===== config.mk =====
export PLATFORM = sky130hd
export DESIGN_NAME = crumb_grid_sequencer
export DESIGN_NICKNAME = d
export VERILOG_FILES = /design/src/rtl/crumb_grid_sequencer.sv
export SDC_FILE = /design/constraint.sdc
export NUM_CORES = 1
export LEC_CHECK = 0
export BUFFER_PORTS_ARGS = -buffer_cell sky130_fd_sc_hd__buf_2
export CAP_MARGIN = 5
export CORE_MARGIN = 5
export CORE_UTILIZATION = 53
export CTS_BUF_LIST = sky130_fd_sc_hd__clkbuf_4 sky130_fd_sc_hd__clkbuf_8
export CTS_CLUSTER_DIAMETER = 100
export DETAILED_ROUTE_END_ITERATION = 10
export PLACE_DENSITY_LB_ADDON = 0.12
export SYNTH_ARGS = -nofsm -noshare
export SYNTH_HDL_FRONTEND = slang
export SYNTH_SLANG_ARGS = --single-unit

===== constraint.sdc =====
create_clock -name clk -period 1.9 [get_ports clk]
set_clock_uncertainty 0.15 [all_clocks]
set_input_delay 0.38 -clock clk [delete_from_list [all_inputs] [get_ports clk]]
set_output_delay 0.38 -clock clk [all_outputs]
set_load 0.01 [all_outputs]

===== src/rtl/crumb_grid_sequencer.sv =====
// crumb_grid_sequencer: drives the shared control lines of the crumb cell chain.
// Seeds the chain, then loops wait / step / display capture / drain-to-bytes.
module crumb_grid_sequencer #(
  parameter int N_CELLS    = 64,
  parameter int GEN_PERIOD = 1000
) (
  input  logic        clk,
  input  logic        rst_n,
  input  logic        start,
  input  logic        stop,
  input  logic [7:0]  seed_data,
  input  logic        seed_valid,
  output logic        seed_ready,
  output logic        crumb_en,
  output logic        crumb_run,
  output logic        crumb_display,
  output logic        crumb_in_shift,
  input  logic        crumb_out_shift,
  input  logic        crumb_disp_bit,
  output logic [7:0]  frame_data,
  output logic        frame_valid,
  input  logic        frame_ready,
  output logic        busy,
  output logic [15:0] gen_count
);

  localparam int CW = $clog2(N_CELLS + 1);
  localparam int WW = $clog2(GEN_PERIOD + 1);
  localparam logic [CW-1:0] LAST_BIT  = CW'(N_CELLS - 1);
  localparam logic [CW-1:0] ALL_BITS  = CW'(N_CELLS);
  localparam logic [WW-1:0] LAST_WAIT = WW'(GEN_PERIOD - 1);

  localparam logic [2:0] S_IDLE     = 3'd0;
  localparam logic [2:0] S_LOAD     = 3'd1;
  localparam logic [2:0] S_RUN_WAIT = 3'd2;
  localparam logic [2:0] S_STEP     = 3'd3;
  localparam logic [2:0] S_DISPLAY  = 3'd4;
  localparam logic [2:0] S_DRAIN    = 3'd5;

  logic [2:0]    r_state;
  logic [7:0]    r_seed_byte;
  logic          r_seed_full;
  logic [2:0]    r_seed_bits;
  logic [CW-1:0] r_bit_cnt;
  logic [WW-1:0] r_wait_cnt;
  logic [15:0]   r_gen_count;
  logic          r_stop_req;
  logic [7:0]    r_frame_byte;
  logic [2:0]    r_frame_bits;
  logic          r_frame_valid;

  logic w_load_shift;
  logic w_drain_shift;
  logic w_seed_take;
  logic w_frame_take;

  assign w_load_shift  = (r_state == S_LOAD) && r_seed_full;
  assign w_drain_shift = (r_state == S_DRAIN) && !r_frame_valid;
  assign w_seed_take   = seed_ready && seed_valid;
  assign w_frame_take  = r_frame_valid && frame_ready;

  always_ff @(posedge clk or negedge rst_n) begin
    if (!rst_n) begin
      r_state       <= S_IDLE;
      r_seed_byte   <= '0;
      r_seed_full   <= 1'b0;
      r_seed_bits   <= '0;
      r_bit_cnt     <= '0;
      r_wait_cnt    <= '0;
      r_gen_count   <= '0;
      r_stop_req    <= 1'b0;
      r_frame_byte  <= '0;
      r_frame_bits  <= '0;
      r_frame_valid <= 1'b0;
    end else begin
      if (stop) r_stop_req <= 1'b1;
      unique case (r_state)
        S_IDLE: begin
          if (start) begin
            r_state     <= S_LOAD;
            r_gen_count <= '0;
            r_stop_req  <= stop;
            r_bit_cnt   <= '0;
            r_seed_full <= 1'b0;
            r_seed_bits <= '0;
          end
        end
        S_LOAD: begin
          if (w_seed_take) begin
            r_seed_byte <= seed_data;
            r_seed_full <= 1'b1;
          end else if (r_seed_full) begin
            r_seed_byte <= {1'b0, r_seed_byte[7:1]};
            r_seed_bits <= r_seed_bits + 1'b1;
            if (r_seed_bits == 3'd7) r_seed_full <= 1'b0;
            if (r_bit_cnt == LAST_BIT) begin
              r_bit_cnt  <= '0;
              r_wait_cnt <= '0;
              r_state    <= S_RUN_WAIT;
            end else begin
              r_bit_cnt <= r_bit_cnt + 1'b1;
            end
          end
        end
        S_RUN_WAIT: begin
          if (r_stop_req) begin
            r_stop_req <= 1'b0;
            r_state    <= S_IDLE;
          end else if (r_wait_cnt == LAST_WAIT) begin
            r_wait_cnt <= '0;
            r_state    <= S_STEP;
          end else begin
            r_wait_cnt <= r_wait_cnt + 1'b1;
          end
        end
        S_STEP: begin
          r_gen_count <= r_gen_count + 16'd1;
          r_state     <= S_DISPLAY;
        end
        S_DISPLAY: begin
          r_frame_bits <= '0;
          r_state      <= S_DRAIN;
        end
        S_DRAIN: begin
          if (w_frame_take) begin
            r_frame_valid <= 1'b0;
            if (r_bit_cnt == ALL_BITS) begin
              r_bit_cnt  <= '0;
              r_wait_cnt <= '0;
              r_state    <= S_RUN_WAIT;
            end
          end else if (!r_frame_valid) begin
            // first captured bit ends up in bit0 after eight shifts
            r_frame_byte <= {crumb_disp_bit, r_frame_byte[7:1]};
            r_frame_bits <= r_frame_bits + 1'b1;
            r_bit_cnt    <= r_bit_cnt + 1'b1;
            if (r_frame_bits == 3'd7) r_frame_valid <= 1'b1;
          end
        end
        default: r_state <= S_IDLE;
      endcase
    end
  end

  assign seed_ready     = (r_state == S_LOAD) && !r_seed_full;
  assign crumb_en       = w_load_shift || w_drain_shift || (r_state == S_STEP);
  assign crumb_run      = (r_state == S_STEP);
  assign crumb_display  = (r_state == S_DISPLAY);
  assign crumb_in_shift = w_load_shift  ? r_seed_byte[0] :
                          w_drain_shift ? crumb_out_shift : 1'b0;
  assign frame_data     = r_frame_byte;
  assign frame_valid    = r_frame_valid;
  assign busy           = (r_state != S_IDLE);
  assign gen_count      = r_gen_count;

endmodule


==> results by group <==
Outcome
  – Status: complete, but fails checks
  – Failing checks: setup timing

Timing
  – Fin. Hold Viols: 0
  – Min Tclk post-route: roughly 2200 ps
  – Final setup vio count: 26
  – Relative slew margins: around two thirds
  – RSZ-0062 raised after global routing: true
  – Setup TNS: -2860 ps
  – Slew @ Worst Pin: around 500 ps
  – Crit share post-route: 114%
  – Max Slew Vio Count: 0
  – Final worst setup slack: -260 ps
  – Max Freq: between 0.4 and 0.5 GHz

Placement
  – Detail Placement HPWL: 5440 um
  – Worst slack, placed: -128 ps
  – RePlAce Congestion: slightly below 0.9
  – I/O Buffers: 46

Clock network
  – Clk Latency, worst-skew pair: between 300 and 400 ps
  – Longest Clk Path Bufs: 2
  – CTS H-tree depth: 3
  – CTS tree: yes
  – CTS Buf Count: 9
  – Clock transition at path regs: 60 ps
  – Clock Root Buffer: clkbuf_8
  – Clk sinks: 61

GRT
  – Overflow after GRT: 0
  – Total GRT Usage: between 20 and 25%
  – Global-route wire length before repair: roughly 14000 um
  – Vias in the first global route: between 3000 and 4000
  – Initial antenna violation count: 0
  – Largest net degree at the start of global routing: 62

Logic synthesis
  – Top FF cell, synth: dfrtp_1
  – Mapped Nets: approximately 370
  – Cells after Synth: 350
  – Post-synth EDFFs: 0
  – Ys async rst share: between 90% and 100%
  – Netlist Area Pre-Place: 3180 um^2
  – Syn_area_per_cell: 9.09 um^2
  – Synth warn: 0
  – FF+latch count, synth: ~60
  – Seq/Total Area, Yosys: approximately 48%
  – Synth unique cells: 50

Worst setup path
  – Setup crit end: crumb_en
  – CP Cell Sequence: buf_6 > nand3b_1 > inv_2 > or3_4 > buf_6
  – R2R Path Start: r_state[2]
  – Worst EP arrival: roughly 1600 ps
  – FF-to-FF setup slack: -170 ps
  – FF-to-FF End: r_wait_cnt[7]
  – Crit-path slowest cell: dfrtp_2
  – Max FO, Critical Path: 7
  – CP Capture Type: primary output
  – Worst path most repeated cell: buf_6
  – CP peak stage delay: 460 ps
  – Crit path launch type: flop
  – Worst R2R Path Depth: 7
  – Crit Path Category: flop to primary output
  – Critical Path RT: between 1000 and 1500 ps
  – Critical path origin: r_state[0]

Drt
  – DRT iter0 DRCs: about 160
  – Detail Route Antenna Nets: 0
  – Drt via density: 5.63
  – Routed WL per cell: roughly 15 um
  – Drt drc: 0
  – WL final: ~8300 um
  – Drt pass-1 iters: 4
  – Vias post-DR: 3052

Floorplan
  – Top Ports: 47
  – Core box area: between 5000 and 6000 um^2
  – Die footprint: 7650 um^2
  – Die Height: a little under 90 um
  – Row Count: 28
  – Starting density of the core: 54.0%
  – Die Span X: between 80 and 90 um

Final layout
  – Layout cell share with drive strength beyond 1: 41.3%
  – Total area of sequential cells: between 1500 and 2000 um^2
  – Area Growth Syn to Fin: 42.4%
  – Util after Layout: between 70% and 80%
  – ANT cells: 0
  – Layout Nets: around 490
  – Fill count: a little under 400
  – Multi-input gate area: about 1800 um^2

Power and ir drop
  – Leakage power: between 2 and 2.5 nW
  – Worst IR Drop VDD: approximately 0.00075 V
  – PwrDens: ~860 nW/um^2

Worst hold path
  – Worst hold-check path type: input port to flop
  – Hold path cells: 3

Job
  – Max Cap Viol: 0
## report_power, final
group	switching, mW	leakage [nW]	internal, mW
combinational	0.580	1.34	0.547
sequential	0.135	0.679	1.48
clock	0.525	0.102	0.638
total	1.24	2.12	2.66
## cell families after synthesis
logic type               share of synthesized area [%]
AND/OR/NAND/NOR                                   25.6
AO/OA/AOI/OAI                                     18.5
flip-flops                                        48.0
buffers and inverters                             3.19
adder cells (fa/ha/maj)                           3.15
multiplexers                                      1.61
## cells in the mapped netlist, types with 2 or more instances
| cell type | instances | area, um^2 |
|---|---|---|
| ha_1 | 8 | 100 |
| a31oi_1 | 4 | 25.0 |
| nand4_1 | 6 | 37.5 |
| mux2i_1 | 4 | 40.0 |
| o31ai_1 | 7 | 52.6 |
| a21o_1 | 2 | 15.0 |
| and3_1 | 9 | 56.3 |
| a22o_1 | 7 | 61.3 |
| o2bb2ai_1 | 3 | 26.3 |
| a22oi_1 | 8 | 60.1 |
| inv_1 | 11 | 41.3 |
| a21oi_1 | 8 | 40.0 |
| nand3_1 | 23 | 115 |
| nand2_1 | 70 | 263 |
| nand3b_1 | 3 | 22.5 |
| nor3_1 | 5 | 25.0 |
| and2_1 | 2 | 12.5 |
| or3_1 | 4 | 25.0 |
| dfrtp_1 | 61 | 1530 |
| nor2b_1 | 2 | 12.5 |
| o21ai_1 | 9 | 45.0 |
| buf_2 | 3 | 15.0 |
| clkbuf_1 | 8 | 30.0 |
| nor2_1 | 18 | 67.6 |
| o21ai_0 | 33 | 165 |
| nand2b_1 | 7 | 43.8 |
| o41ai_1 | 2 | 17.5 |
## final cells by class
cell class,count,area share (%)
clock buffers,10,3.04
clock inverters,6,1.35
inverters,11,0.912
multi-input cells,265,39.6
flip-flops and latches,61,33.8
well taps,75,2.07
repair buffers,114,19.2
## registers in the layout, indices dropped and copies added (netlist names), 3 cells and up
name and cells:
r_state 3, r_frame_bits 3, gen_count 16, r_wait_cnt 10
r_seed_byte 8, frame_data 8, r_seed_bits 3, r_bit_cnt 7
## repair_timing
action | CTS | global route
buffers inserted | 13 | 12
endpoints found under the hold margin | 61 | 0
hold buffers | 1 | 0
gates resized for setup | 48 | 52
pin swaps | 21 | 30
setup endpoints to repair | 21 | 39
gates cloned | 1 | 1
## worst max-delay path: cells and delay by family (launching register included)
| kind | cells | cell delay [ps] |
|---|---|---|
| AND/OR/NAND/NOR | 2 | 490 |
| flip-flops | 1 | 460 |
| buffers and inverters | 3 | 340 |
## per-stage QoR
step | cells | area, um^2 | hold slack [ps] | total power, mW
2_1_floorplan | 350 | 3200 | -65.6 | 2.15
3_3_place_gp | 502 | 3800 | 269 | 2.54
3_5_place_dp | 502 | 3800 | 266 | 2.57
4_1_cts | 533 | 4270 | 72.7 | 3.81
5_1_grt | 542 | 4530 | 97.6 | 4.14
6_report | 542 | 4530 | 83.4 | 3.90
## routing by layer
metal	routed length, um	vias to the layer above	share of wire (%)	GRT usage (%)
li1	-	1491	-	-
met1	3670	1477	44	30.5
met2	4130	67	50	36.9
met3	357	17	4.3	4.92
met4	176	0	2.1	9.62
met5	0	-	0	0
## layout by cell type (no fill, tap or decap), types with 2 or more instances in the layout
cell type  instances
nand3b_1           3
buf_12             2
a22o_1             7
clkinv_2           3
inv_2              3
a22oi_1            4
nand2_1           62
buf_2             41
and3_4             2
dfrtp_2            3
o2bb2ai_2          2
nor3_1             4
nand2_2            7
o21ai_0           22
buf_4             47
a21o_1             2
buf_6             22
mux2i_1            4
or3_4              2
nor2_2             2
and3_1             7
nor2_4             4
a21oi_1            7
o31ai_2            3
ha_1               7
nor2_1            12
o31ai_1            4
clkbuf_8          10
a31oi_1            4
o21ai_2           10
nand3_1           23
nand4_1            6
nand2b_1           7
dfrtp_1           58
or3_1              2
o21ai_1            9
inv_1              8
a22oi_2            4
## worst min path at each step
stage / startpoint / to / slack, ps
floorplan: rst_n / frame_data[0] / -70
global placement: rst_n / r_bit_cnt[2] / 270
detailed placement: rst_n / r_bit_cnt[0] / 270
CTS: crumb_disp_bit / frame_data[7] / 70
global route: crumb_disp_bit / frame_data[7] / 100
finish: crumb_disp_bit / frame_data[7] / 80
Power figures use the tool's default switching activity.
